==> config.mk <==
export PLATFORM = sky130hd
export DESIGN_NAME = uart_matrix_loader_flat
export DESIGN_NICKNAME = d
export VERILOG_FILES = /design/src/rtl/uart_matrix_pkg.sv /design/src/rtl/uart_matrix_loader_if.sv /design/src/rtl/mat_index_counter.sv /design/src/rtl/uart_matrix_loader.sv /design/src/flat_wrapper.sv
export SDC_FILE = /design/constraint.sdc
export NUM_CORES = 1
export LEC_CHECK = 0
export CAP_MARGIN = 20
export CORE_UTILIZATION = 61
export CTS_CLUSTER_DIAMETER = 100
export DETAILED_ROUTE_END_ITERATION = 7
export DONT_BUFFER_PORTS = 1
export PLACE_DENSITY = 0.84
export RECOVER_POWER = 100
export SYNTH_ARGS = -nofsm -noshare
export SYNTH_HDL_FRONTEND = slang
export SYNTH_SLANG_ARGS = --single-unit
==> constraint.sdc <==
create_clock -name clk -period 2.1 [get_ports clk]
set_input_delay 0.525 -clock clk [delete_from_list [all_inputs] [get_ports clk]]
set_output_delay 0.525 -clock clk [all_outputs]
set_load 0.05 [all_outputs]
==> src/rtl/uart_matrix_pkg.sv <==
// Shared constants and types for the UART-to-matrix operand loader.
// Sync byte, FSM states, error codes and operand buffer selects.
package uart_matrix_pkg;

    localparam int unsigned ERR_W = 2;

    localparam logic [7:0] SYNC_BYTE = 8'hA5;

    typedef enum logic [1:0] {
        IDLE   = 2'd0,
        LOAD_A = 2'd1,
        LOAD_B = 2'd2,
        DONE   = 2'd3
    } state_t;

    localparam logic [ERR_W-1:0] ERR_NONE    = 2'b00;
    localparam logic [ERR_W-1:0] ERR_SYNC    = 2'b01;
    localparam logic [ERR_W-1:0] ERR_TIMEOUT = 2'b10;

    localparam logic SEL_A = 1'b0;
    localparam logic SEL_B = 1'b1;

endpackage

==> src/rtl/uart_matrix_loader_if.sv <==
// Byte-stream input and element-write/status bus of the matrix loader.
// The loader is the slave side; the UART receiver / multiplier side is the master.
interface uart_matrix_loader_if #(
    parameter int unsigned N      = 2,
    parameter int unsigned DATA_W = 8
);
    localparam int unsigned IDX_W = $clog2(N);

    logic [DATA_W-1:0] in_data;
    logic              in_valid;
    logic              mat_ready;
    logic              wr_en;
    logic              wr_sel;
    logic [IDX_W-1:0]  wr_row;
    logic [IDX_W-1:0]  wr_col;
    logic [DATA_W-1:0] wr_data;
    logic              busy;
    logic              done;
    logic              err;
    logic [1:0]        err_code;

    modport master (
        output in_data, in_valid, mat_ready,
        input  wr_en, wr_sel, wr_row, wr_col, wr_data, busy, done, err, err_code
    );

    modport slave (
        input  in_data, in_valid, mat_ready,
        output wr_en, wr_sel, wr_row, wr_col, wr_data, busy, done, err, err_code
    );

endinterface

==> src/rtl/mat_index_counter.sv <==
// Row-major (row, col) element counter over an N x N matrix.
// last_c flags the final element (N-1, N-1); advancing past it wraps to (0, 0).
module mat_index_counter #(
    parameter  int unsigned N     = 2,
    localparam int unsigned IDX_W = $clog2(N)
) (
    input  logic             clk,
    input  logic             rst,
    input  logic             clr,
    input  logic             adv,
    output logic [IDX_W-1:0] row,
    output logic [IDX_W-1:0] col,
    output logic             last_c
);

    localparam logic [IDX_W-1:0] IDX_MAX = IDX_W'(N - 1);

    always_ff @(posedge clk) begin
        if (rst || clr) begin
            row <= '0;
            col <= '0;
        end else if (adv) begin
            if (col == IDX_MAX) begin
                col <= '0;
                row <= (row == IDX_MAX) ? '0 : row + IDX_W'(1);
            end else begin
                col <= col + IDX_W'(1);
            end
        end
    end

    assign last_c = (row == IDX_MAX) && (col == IDX_MAX);

endmodule

==> src/rtl/uart_matrix_loader.sv <==
// Unpacks SYNC + A(NxN) + B(NxN) byte frames into operand-buffer element writes.
// Aborts on a bad sync byte or an inter-byte timeout; pulses done after the last B write.
module uart_matrix_loader
    import uart_matrix_pkg::*;
#(
    parameter int unsigned N           = 2,
    parameter int unsigned DATA_W      = 8,
    parameter int unsigned TIMEOUT_CYC = 100000
) (
    input logic                 clk,
    input logic                 rst,
    uart_matrix_loader_if.slave bus
);

    localparam int unsigned IDX_W = $clog2(N);
    localparam int unsigned TMR_W = $clog2(TIMEOUT_CYC);
    localparam logic [TMR_W-1:0] TMR_LAST = TMR_W'(TIMEOUT_CYC - 1);

    state_t state, state_nxt;
    logic [TMR_W-1:0] tmr, tmr_nxt;

    logic             idx_clr, idx_adv, idx_last_c;
    logic [IDX_W-1:0] idx_row, idx_col;

    logic              wr_en_q,   wr_en_nxt;
    logic              wr_sel_q,  wr_sel_nxt;
    logic [IDX_W-1:0]  wr_row_q,  wr_row_nxt;
    logic [IDX_W-1:0]  wr_col_q,  wr_col_nxt;
    logic [DATA_W-1:0] wr_data_q, wr_data_nxt;
    logic              busy_q,    busy_nxt;
    logic              done_q,    done_nxt;
    logic              err_q,     err_nxt;
    logic [ERR_W-1:0]  err_code_q, err_code_nxt;

    mat_index_counter #(.N(N)) u_idx (
        .clk    (clk),
        .rst    (rst),
        .clr    (idx_clr),
        .adv    (idx_adv),
        .row    (idx_row),
        .col    (idx_col),
        .last_c (idx_last_c)
    );

    // State, timeout counter and registered outputs.
    always_ff @(posedge clk) begin
        if (rst) begin
            state      <= IDLE;
            tmr        <= '0;
            wr_en_q    <= 1'b0;
            wr_sel_q   <= 1'b0;
            wr_row_q   <= '0;
            wr_col_q   <= '0;
            wr_data_q  <= '0;
            busy_q     <= 1'b0;
            done_q     <= 1'b0;
            err_q      <= 1'b0;
            err_code_q <= ERR_NONE;
        end else begin
            state      <= state_nxt;
            tmr        <= tmr_nxt;
            wr_en_q    <= wr_en_nxt;
            wr_sel_q   <= wr_sel_nxt;
            wr_row_q   <= wr_row_nxt;
            wr_col_q   <= wr_col_nxt;
            wr_data_q  <= wr_data_nxt;
            busy_q     <= busy_nxt;
            done_q     <= done_nxt;
            err_q      <= err_nxt;
            err_code_q <= err_code_nxt;
        end
    end

    // Next-state and next-output decode.
    always_comb begin
        state_nxt    = state;
        tmr_nxt      = tmr;
        idx_clr      = 1'b0;
        idx_adv      = 1'b0;
        wr_en_nxt    = 1'b0;
        wr_sel_nxt   = wr_sel_q;
        wr_row_nxt   = wr_row_q;
        wr_col_nxt   = wr_col_q;
        wr_data_nxt  = wr_data_q;
        done_nxt     = 1'b0;
        err_nxt      = 1'b0;
        err_code_nxt = ERR_NONE;

        unique case (state)
            IDLE: begin
                if (bus.in_valid && bus.mat_ready) begin
                    if (bus.in_data == DATA_W'(SYNC_BYTE)) begin
                        state_nxt = LOAD_A;
                        idx_clr   = 1'b1;
                        tmr_nxt   = '0;
                    end else begin
                        err_nxt      = 1'b1;
                        err_code_nxt = ERR_SYNC;
                    end
                end
            end

            LOAD_A, LOAD_B: begin
                if (bus.in_valid) begin
                    // A byte always wins over a timeout expiring in the same cycle.
                    wr_en_nxt   = 1'b1;
                    wr_sel_nxt  = (state == LOAD_B) ? SEL_B : SEL_A;
                    wr_row_nxt  = idx_row;
                    wr_col_nxt  = idx_col;
                    wr_data_nxt = bus.in_data;
                    tmr_nxt     = '0;
                    if (idx_last_c) begin
                        state_nxt = (state == LOAD_A) ? LOAD_B : DONE;
                        idx_clr   = 1'b1;
                    end else begin
                        idx_adv = 1'b1;
                    end
                end else if (tmr == TMR_LAST) begin
                    state_nxt    = IDLE;
                    tmr_nxt      = '0;
                    err_nxt      = 1'b1;
                    err_code_nxt = ERR_TIMEOUT;
                end else begin
                    tmr_nxt = tmr + TMR_W'(1);
                end
            end

            DONE: begin
                state_nxt = IDLE;
                done_nxt  = 1'b1;
            end

            default: state_nxt = IDLE;
        endcase
    end

    assign busy_nxt = (state_nxt == LOAD_A) || (state_nxt == LOAD_B);

    assign bus.wr_en    = wr_en_q;
    assign bus.wr_sel   = wr_sel_q;
    assign bus.wr_row   = wr_row_q;
    assign bus.wr_col   = wr_col_q;
    assign bus.wr_data  = wr_data_q;
    assign bus.busy     = busy_q;
    assign bus.done     = done_q;
    assign bus.err      = err_q;
    assign bus.err_code = err_code_q;

endmodule
==> src/flat_wrapper.sv <==
// flat-port wrapper written by rule: the top's interface ports become plain ports
module uart_matrix_loader_flat import uart_matrix_pkg::*;
#(
    parameter int unsigned N           = 2,
    parameter int unsigned DATA_W      = 8,
    parameter int unsigned TIMEOUT_CYC = 100000
)
  (clk, rst, bus_in_data, bus_in_valid, bus_mat_ready, bus_wr_en, bus_wr_sel, bus_wr_row, bus_wr_col, bus_wr_data, bus_busy, bus_done, bus_err, bus_err_code);
  uart_matrix_loader_if #(.N(N), .DATA_W(DATA_W)) bus_i ();
  input logic clk;
  input logic rst;
  input wire logic [$bits(bus_i.in_data)-1:0] bus_in_data;
  input wire logic [$bits(bus_i.in_valid)-1:0] bus_in_valid;
  input wire logic [$bits(bus_i.mat_ready)-1:0] bus_mat_ready;
  output wire logic [$bits(bus_i.wr_en)-1:0] bus_wr_en;
  output wire logic [$bits(bus_i.wr_sel)-1:0] bus_wr_sel;
  output wire logic [$bits(bus_i.wr_row)-1:0] bus_wr_row;
  output wire logic [$bits(bus_i.wr_col)-1:0] bus_wr_col;
  output wire logic [$bits(bus_i.wr_data)-1:0] bus_wr_data;
  output wire logic [$bits(bus_i.busy)-1:0] bus_busy;
  output wire logic [$bits(bus_i.done)-1:0] bus_done;
  output wire logic [$bits(bus_i.err)-1:0] bus_err;
  output wire logic [$bits(bus_i.err_code)-1:0] bus_err_code;
  assign bus_i.in_data = bus_in_data;
  assign bus_i.in_valid = bus_in_valid;
  assign bus_i.mat_ready = bus_mat_ready;
  assign bus_wr_en = bus_i.wr_en;
  assign bus_wr_sel = bus_i.wr_sel;
  assign bus_wr_row = bus_i.wr_row;
  assign bus_wr_col = bus_i.wr_col;
  assign bus_wr_data = bus_i.wr_data;
  assign bus_busy = bus_i.busy;
  assign bus_done = bus_i.done;
  assign bus_err = bus_i.err;
  assign bus_err_code = bus_i.err_code;
  uart_matrix_loader #(.N(N), .DATA_W(DATA_W), .TIMEOUT_CYC(TIMEOUT_CYC)) u_core (.clk(clk), .rst(rst), .bus(bus_i));
endmodule
==> impl_metrics.ini, run 1 <==
[floorplan]
core_mm2 = 0.00273
fp.dieH_um = 55.6
rows = 19
start_util_pct = 64.2
fp.dieW_um = 55.6
dieArea_mm2 = 0.00310
ios = 29

[clock_network]
path_clk_slew_ns = 0.11
h-tree-depth = 2
cts_sinks = 38
cts_hold_buffers = 0
cts_tree = built
clk_latency_ns = 0.33
ctsRootBufferMaster = clkbuf_4
cts_buffers = 5
clk_path_buf_depth = 2

[routing]
routed_wl_um = 3370
wl_per_cell_um = 14.0
route.detailed.drc = 0
routed_via_density = 5.93
ant_nets = 0
vias = 1429
dr.pass1.iters = 5
drt_iter0_drc = 69

[setup_path]
path_buf_inv = 1
end_kind = register
cp_data_arrival_time_ns = 2.21
slowest_stage = dfxtp_1
crit_path_cell_trace = ha_1, and4_1, nand4_1, nand3b_1, a21o_1, buf_4, a311oi_1
crit_family = simple AND/OR/NAND/NOR gates
cp.required_ns = 2.33
path_class = register to register
critPathLaunchType = register
cp_max_fo = 15
max_stage_delay_ns = 0.36

[logic_synthesis]
yosys.area_share.xor_xnor_pct = 5.99
ys_seq_area_share_pct = 43.3
synth_cells = 201
netlist_area_mm2 = 0.00176
synth_fa_ha_area_share_pct = 4.99
synth_seq_cells = 38
synth_cell_types = 43
muxShareOfSynthArea_pct = 0.641
netlist.area_leader.share_pct = 43.3
synth_edf_count = 0
synth_simple_gate_area_share_pct = 29.4
synth_compound_area_share_pct = 12.6
synth_top_cell_by_area = dfxtp_1
synth_top_family_by_area = simple AND/OR/NAND/NOR gates
ys_warn_count = 0
async_reset_ff_share_pct = 0
synth_nets = 220
netlist_top_cells_area = dfxtp_1, nand2_1, a21oi_1
synth_ff_type = dfxtp_1
synth_area_per_cell_um2 = 8.73

[global_route]
grt_pass1_wl_um = 5580
grtUsageTotal_pct = 22.5
overflow = 0
grt_max_degree = 25
grt_antenna_before_repair = 0
grt_pass1_vias = 1322

[final_layout]
area_growth_pct = 6.84
nFillCells = 212
final_nets = 228
n_antenna_cell = 0
layout-drive-gt1-share_pct = 11.9

[sta]
tns_ns = 0
min_period_over_period_pct = 94.3
skew_ns = 0.00923
slew_viol_final = 0
worst-slew-pin-transition_ns = 0.511
hold_viol_final = 0
relSlewSlack_pct = 65.9
fmax_mhz = 505
rsz0062_at_grt = false
finalSetupViolations = 0
period_needed_ns = 1.98

[power]
power.density_mw_per_mm2 = 606
leakage_nw = 0.642
total_power_mw = 1.14
peakVddDrop_uv = 560

[placed_design]
place_hpwl_um = 2430
routabilityCongestion = 0.845
portBuffers = 0

[job]
maxCapViolations = 0

[worst_hold_path]
hp-class = input port to register

[outcome]
status = complete, no violations
-- cells by family after synthesis --
logic type,count (synthesis)
AND/OR/NAND/NOR,98
buffers and inverters,10
XOR/XNOR,12
AO/OA/AOI/OAI,35
adder cells (fa/ha/maj),7
multiplexers,1
flip-flops,38
-- layer usage --
| layer | track usage [%] | vias up | wire (um) |
|---|---|---|---|
| met5 | 0 | - | 0 |
| met4 | 7.50 | 0 | 21 |
| met3 | 5.12 | 3 | 164 |
| met2 | 42.3 | 46 | 1780 |
| met1 | 24.5 | 669 | 1400 |
| li1 | - | 711 | - |
-- Yosys cell counts, types with 2 or more instances --
cell type,number
dfxtp_1,38
nand2_1,34
nor2_1,23
a21oi_1,19
ha_1,7
nand4_1,6
nor2b_1,6
xnor2_1,6
xor2_1,6
nand3_1,5
o21ai_0,5
nor3_1,4
buf_2,3
a21o_1,2
and3_1,2
and4bb_2,2
buf_4,2
clkbuf_1,2
inv_1,2
nand3b_1,2
nor4bb_1,2
or4_1,2
-- stage by stage --
step	setup slack (ns)	hold WS, ns	instances	utilization (%)	instance area (um2)
2_1_floorplan	0.181	0.453	201	-	1760
3_3_place_gp	0.129	0.480	230	65.6	1790
3_5_place_dp	0.0691	0.491	230	65.6	1790
4_1_cts	0.0898	0.240	238	67.9	1860
5_1_grt	0.00864	0.229	241	68.6	1880
6_report	0.119	0.244	241	68.6	1880
-- final cells by class --
class / count / area, um2 / area share, %
multi-input combinational: 153 / 941 / 50.2
sequential: 38 / 761 / 40.6
timing repair buffer: 9 / 63.8 / 3.40
clock buffer: 6 / 51.3 / 2.74
tap: 31 / 38.8 / 2.07
clock inverter: 2 / 12.5 / 0.667
inverter: 2 / 7.51 / 0.400
-- what timing repair did --
item                                   CTS  global route
buffers inserted                         0             3
gates resized for setup                  0             0
endpoints found under the hold margin    0             0
setup endpoints to repair                0             1
-- cell usage in the layout (no fill, tap or decap), types with 4 or more instances in the layout --
cell type | Yosys | layout
nand3_1 | 5 | 5
o21ai_0 | 5 | 5
xnor2_1 | 6 | 6
xor2_1 | 6 | 6
clkbuf_4 | 0 | 6
a21oi_1 | 19 | 19
dfxtp_1 | 38 | 38
nor2b_1 | 6 | 6
nor3_1 | 4 | 4
nor2_1 | 23 | 23
buf_4 | 2 | 7
nand2_1 | 34 | 34
nand4_1 | 6 | 6
ha_1 | 7 | 7
-- registers in the layout (all words and copies together) (netlist names) --
register and cells:
u_core.bus.done 1, u_core.bus.wr_row 1, u_core.u_idx.col 1, u_core.bus.busy 1, u_core.bus.wr_col 1, u_core.state 2, u_core.bus.err_code 2, u_core.u_idx.row 1
u_core.bus.wr_data 8, u_core.bus.err 1, u_core.bus.wr_sel 1, u_core.bus.wr_en 1, u_core.tmr 17
-- path summary, 6_finish.rpt --
kind | startpoint | endpoint | depth (start not counted) | slack, ns
min | rst | u_core.state[0] | 1 | 0.24
max reg2reg | u_core.tmr[0] | u_core.tmr[13] | 7 | 0.12
max | u_core.tmr[0] | u_core.tmr[13] | 7 | 0.12
min reg2reg | u_core.tmr[1] | u_core.tmr[1] | 2 | 0.50
-- worst register-to-register path: stages (launching register included) --
cell,delay [ns]
dfxtp_1,0.36
ha_1,0.24
and4_1,0.23
nand4_1,0.14
nand3b_1,0.22
a21o_1,0.24
buf_4,0.18
a311oi_1,0.29
-- power breakdown --
group / leakage (nW) / internal, mW / switching (mW)
sequential: 0.306 / 0.722 / 0.00645
clock: 0.0343 / 0.161 / 0.232
combinational: 0.302 / 0.00630 / 0.00807
Note: power is estimated with default switching activity, not from simulation.
==> inputs of run 2 (changes only) <==
Settings changed: SETUP_SLACK_MARGIN set to 0.1.
==> run 2 against run 1 <==
  * Utilization is 0.41 points higher
  * Clock power hardly changed
  * Count of clock-buffer cells in the layout stayed put
  * Combinational power is 3% higher
  * Register-to-register slack better by 0.03 ns
  * Critical path depth stayed put
  * Sequential share of layout area is 0.18 points lower
  * Maximum frequency is 1.7% higher
  * Clock skew is 0.0021 ns lower
  * Wire length is 2.0% higher
  * Critical path type unchanged
==> impl_metrics.ini, run 2 (synthesis results as in run 1) <==
[routing]
route.detailed.drc = 0
routed_via_density = 5.88
wl_per_cell_um = 14.3
ant_nets = 0
dr.pass1.iters = 4
vias = 1416
drt_iter0_drc = 68
routed_wl_um = 3440

[global_route]
grt_antenna_before_repair = 0
grt_pass1_vias = 1334
met2_usage_pct = 42.9
busiest_layer = met2
overflow = 0
grtUsageTotal_pct = 22.6
grtUsageMet1_pct = 24.3
grt_pass1_wl_um = 5610
use_met3_pct = 5.12
grt_max_degree = 25

[floorplan]
fp.dieW_um = 55.6
core_mm2 = 0.00273
ios = 29
rows = 19
fp.dieH_um = 55.6
dieArea_mm2 = 0.00310
start_util_pct = 64.2

[sta]
relSlewSlack_pct = 65.9
hold_viol_final = 0
finalSetupViolations = 0
slew_viol_final = 0
rsz0062_at_grt = false
period_needed_ns = 1.95
fmax_mhz = 514
min_period_over_period_pct = 92.7
tns_ns = 0
skew_ns = 0.00715
worst-slew-pin-transition_ns = 0.511

[setup_path]
slowest_stage = dfxtp_1
cp_max_fo = 6
path_class = register to register
regToRegStartpoint = u_core.tmr[0]
cp_data_arrival_time_ns = 2.19
crit_path_cell_trace = ha_1, and4_1, nand4_1, nand3b_1, buf_6, a41o_1, a311oi_2
cp_num_cells = 7
max_stage_delay_ns = 0.36
cp.required_ns = 2.34
reg2reg_depth = 7
crit_family = simple AND/OR/NAND/NOR gates
cp-startpoint = u_core.tmr[0]
end_kind = register
critPathLaunchType = register
path_buf_inv = 1

[worst_hold_path]
hp-class = input port to register
worstHoldStart = rst
hold_path_depth = 1

[power]
peakVddDrop_uv = 560
leakage_nw = 0.645
power.density_mw_per_mm2 = 602

[placed_design]
routabilityCongestion = 0.845
place_hpwl_um = 2430
portBuffers = 0

[outcome]
status = complete, no violations

[final_layout]
fin_util_pct = 69.0
layout-drive-gt1-share_pct = 12.4
mostFrequentLayoutCell = dfxtp_1
n_antenna_cell = 0
nFillCells = 213
final_cell_mix = dfxtp_1, nand2_1, nor2_1
register_area_um2 = 762
multi_input_area_um2 = 947
area_growth_pct = 7.48
final_nets = 228
regMostFlops = u_core.tmr
largest_reg_flops = 17

[clock_network]
clk_path_buf_depth = 2
path_clk_slew_ns = 0.11
clk_latency_ns = 0.33
ctsRootBufferMaster = clkbuf_4
cts_sinks = 38
cts_buffers = 5
cts_hold_buffers = 0
h-tree-depth = 2
cts_tree = built

[job]
maxCapViolations = 0
run 2: cell type report:
type	instances	share of cell area (%)
Multi-Input combinational cell	153	50.2
Clock buffer	6	2.72
Timing Repair Buffer	9	3.58
Tap cell	31	2.06
Inverter	2	0.398
Clock inverter	2	0.663
Sequential cell	38	40.4
run 2: metal layers:
layer,wire [um],vias to the layer above
met5,0,-
met4,41,0
met2,1800,47
li1,-,713
met1,1420,651
met3,174,5
run 2: worst register-to-register path: stages, from the launching register on:
cell	delay, ns
dfxtp_1	0.36
ha_1	0.23
and4_1	0.23
nand4_1	0.14
nand3b_1	0.21
buf_6	0.19
a41o_1	0.22
a311oi_2	0.29
run 2: path summary, 6_finish.rpt:
path	slack [ns]	to
setup reg to reg	0.15	u_core.tmr[13]
hold / removal	0.24	u_core.state[1]
hold reg to reg	0.50	u_core.tmr[1]
setup / recovery	0.15	u_core.tmr[13]
run 2: through the flow:
step	setup slack [ns]	std cells	area, um2	hold slack (ns)	total power [mW]
final	0.153	241	1890	0.239	1.14
after global placement	0.129	230	1790	0.480	0.759
after global routing	0.0471	241	1890	0.229	1.17
after floorplan	0.181	201	1760	0.453	0.762
after detailed placement	0.0691	230	1790	0.491	0.759
after CTS	0.162	240	1870	0.240	1.15
run 2: repair_timing:
item	4_1_cts	5_1_grt
buffers inserted	2	1
pin swaps	1	1
endpoints found under the setup margin	1	4
gates cloned	0	0
gates resized for setup	0	5
run 2: where the power goes:
group | internal, mW | leakage (nW) | switching [mW]
logic | 0.00631 | 0.304 | 0.00844
clock network | 0.161 | 0.0343 | 0.232
registers | 0.722 | 0.307 | 0.00645
==> inputs of run 3 (changes only) <==
Settings changed: CORE_ASPECT_RATIO set to 2, CORE_UTILIZATION 61 to 58, PLACE_DENSITY 0.84 to 0.81.
==> run 3 against run 2 <==
  * Non-clock buffer count unchanged
  * Cell count decreased by 0.83%
  * Cell area increased by 1.2%
  * Critical path depth unchanged
  * Combinational power increased by 17%
  * Worst hold slack improved by 0.056 ns
  * Clock power increased by 31%
  * Wire length increased by 10%
  * Sequential cell count unchanged
  * Global-route usage increased by 2.3 points
==> impl_metrics.ini, run 3 (synthesis results as in run 1) <==
[outcome]
status = complete, no violations

[final_layout]
n_antenna_cell = 0
area_growth_pct = 8.77
final_cell_mix = dfxtp_1, nand2_1, nor2_1
final_nets = 228
nFillCells = 218
design_area_mm2 = 0.00191
largest_reg_flops = 17
mostFrequentLayoutCell = dfxtp_1
layout-drive-gt1-share_pct = 11.0
regMostFlops = u_core.tmr
multi_input_area_um2 = 936
register_area_um2 = 762

[setup_path]
path_class = register to register
cp-startpoint = u_core.tmr[0]
critPathLaunchType = register
end_kind = register
regToRegStartpoint = u_core.tmr[0]
cp_data_arrival_time_ns = 2.14
cp_max_fo = 5
cp.required_ns = 2.30

[global_route]
grt_pass1_wl_um = 5470
grt_max_degree = 25
overflow = 0
grt_pass1_vias = 1335
grtUsageTotal_pct = 24.8
grt_antenna_before_repair = 0

[worst_hold_path]
hp-class = input port to register
worstHoldStart = rst

[sta]
worst-slew-pin-transition_ns = 0.517
finalSetupViolations = 0
holdWs_ns = 0.295
min_period_over_period_pct = 92.6
tns_ns = 0
relSlewSlack_pct = 65.5
skew_ns = 0.00205
fmax_mhz = 514
period_needed_ns = 1.94
slew_viol_final = 0
rsz0062_at_grt = false
hold_viol_final = 0

[power]
leakage_nw = 0.658
power.density_mw_per_mm2 = 660
peakVddDrop_uv = 528
total_power_mw = 1.26

[floorplan]
dieArea_mm2 = 0.00326
core_mm2 = 0.00280
fp.dieW_um = 40.9
ios = 29
rows = 27
fp.dieH_um = 79.8
start_util_pct = 62.6

[routing]
vias = 1483
route.detailed.drc = 0
ant_nets = 0
routed_wl_um = 3800
routed_via_density = 6.21
dr.pass1.iters = 4
drt_iter0_drc = 52
wl_per_cell_um = 15.9

[job]
maxCapViolations = 0

[placed_design]
place_hpwl_um = 2680
routabilityCongestion = 0.851
portBuffers = 0
placed_cell_area_mm2 = 0.00182

[clock_network]
cts_buffers = 5
cts_hold_buffers = 0
clk_path_buf_depth = 2
cts_tree = built
h-tree-depth = 2
path_clk_slew_ns = 0.07
cts_sinks = 38
clk_latency_ns = 0.29
ctsRootBufferMaster = clkbuf_8
[run 3: cell count changes in the layout (fill, tap and decap cells not counted), sizes merged]
cell    previous run  this run
buf                8         7
clkbuf             7         8
[run 3: final cells by class]
class / instances / area share (%)
repair buffers: 9 / 3.80
inverters: 2 / 0.393
flip-flops and latches: 38 / 39.9
well taps: 29 / 1.90
clock buffers: 6 / 4.33
clock inverters: 2 / 0.655
multi-input cells: 153 / 49.0
[run 3: where the power goes]
part / internal [mW] / total [mW] / switching, mW
Sequential: 0.722 / 0.728 / 0.00649
Clock: 0.263 / 0.514 / 0.251
Combinational: 0.00887 / 0.0173 / 0.00842
[run 3: what timing repair did]
action                                  CTS  global route
resized for setup                         0             2
endpoints found under the setup margin    0             4
buffers inserted                          0             1
hold endpoints to repair                  0             0
[run 3: final timing paths]
kind | endpoint | slack [ns] | cells after the start
worst max-delay path | u_core.tmr[13] | 0.16 | 7
worst min-delay path | u_core.state[0] | 0.30 | 1
worst max register to register | u_core.tmr[13] | 0.16 | 7
worst min register to register | u_core.bus.wr_row | 0.50 | 2
[run 3: stage by stage]
step	setup WS [ns]	utilization, %	cells
6_report	0.155	68.1	239
5_1_grt	0.0680	68.1	239
4_1_cts	0.111	68.2	238
3_5_place_dp	0.0726	64.8	230
3_3_place_gp	0.121	64.8	230
2_1_floorplan	0.181	-	201
[run 3: worst max-delay path, stage by stage, from the launching register on]
cell and delay [ns]:
dfxtp_1 0.34, ha_1 0.23, and4_1 0.25, nand4_1 0.16
nand3b_1 0.20, buf_4 0.21, a41o_1 0.20, a311oi_1 0.27
[run 3: per-layer routing]
metal  vias to the layer above  part of all wire (%)  track usage [%]  wire length, um
met4                         0                   4.9             19.3              187
li1                        712                     -                -                -
met1                       695                    34             22.8             1290
met5                         -                     0                0                0
met3                        16                   4.7             5.29              180
met2                        60                    56             41.9             2140
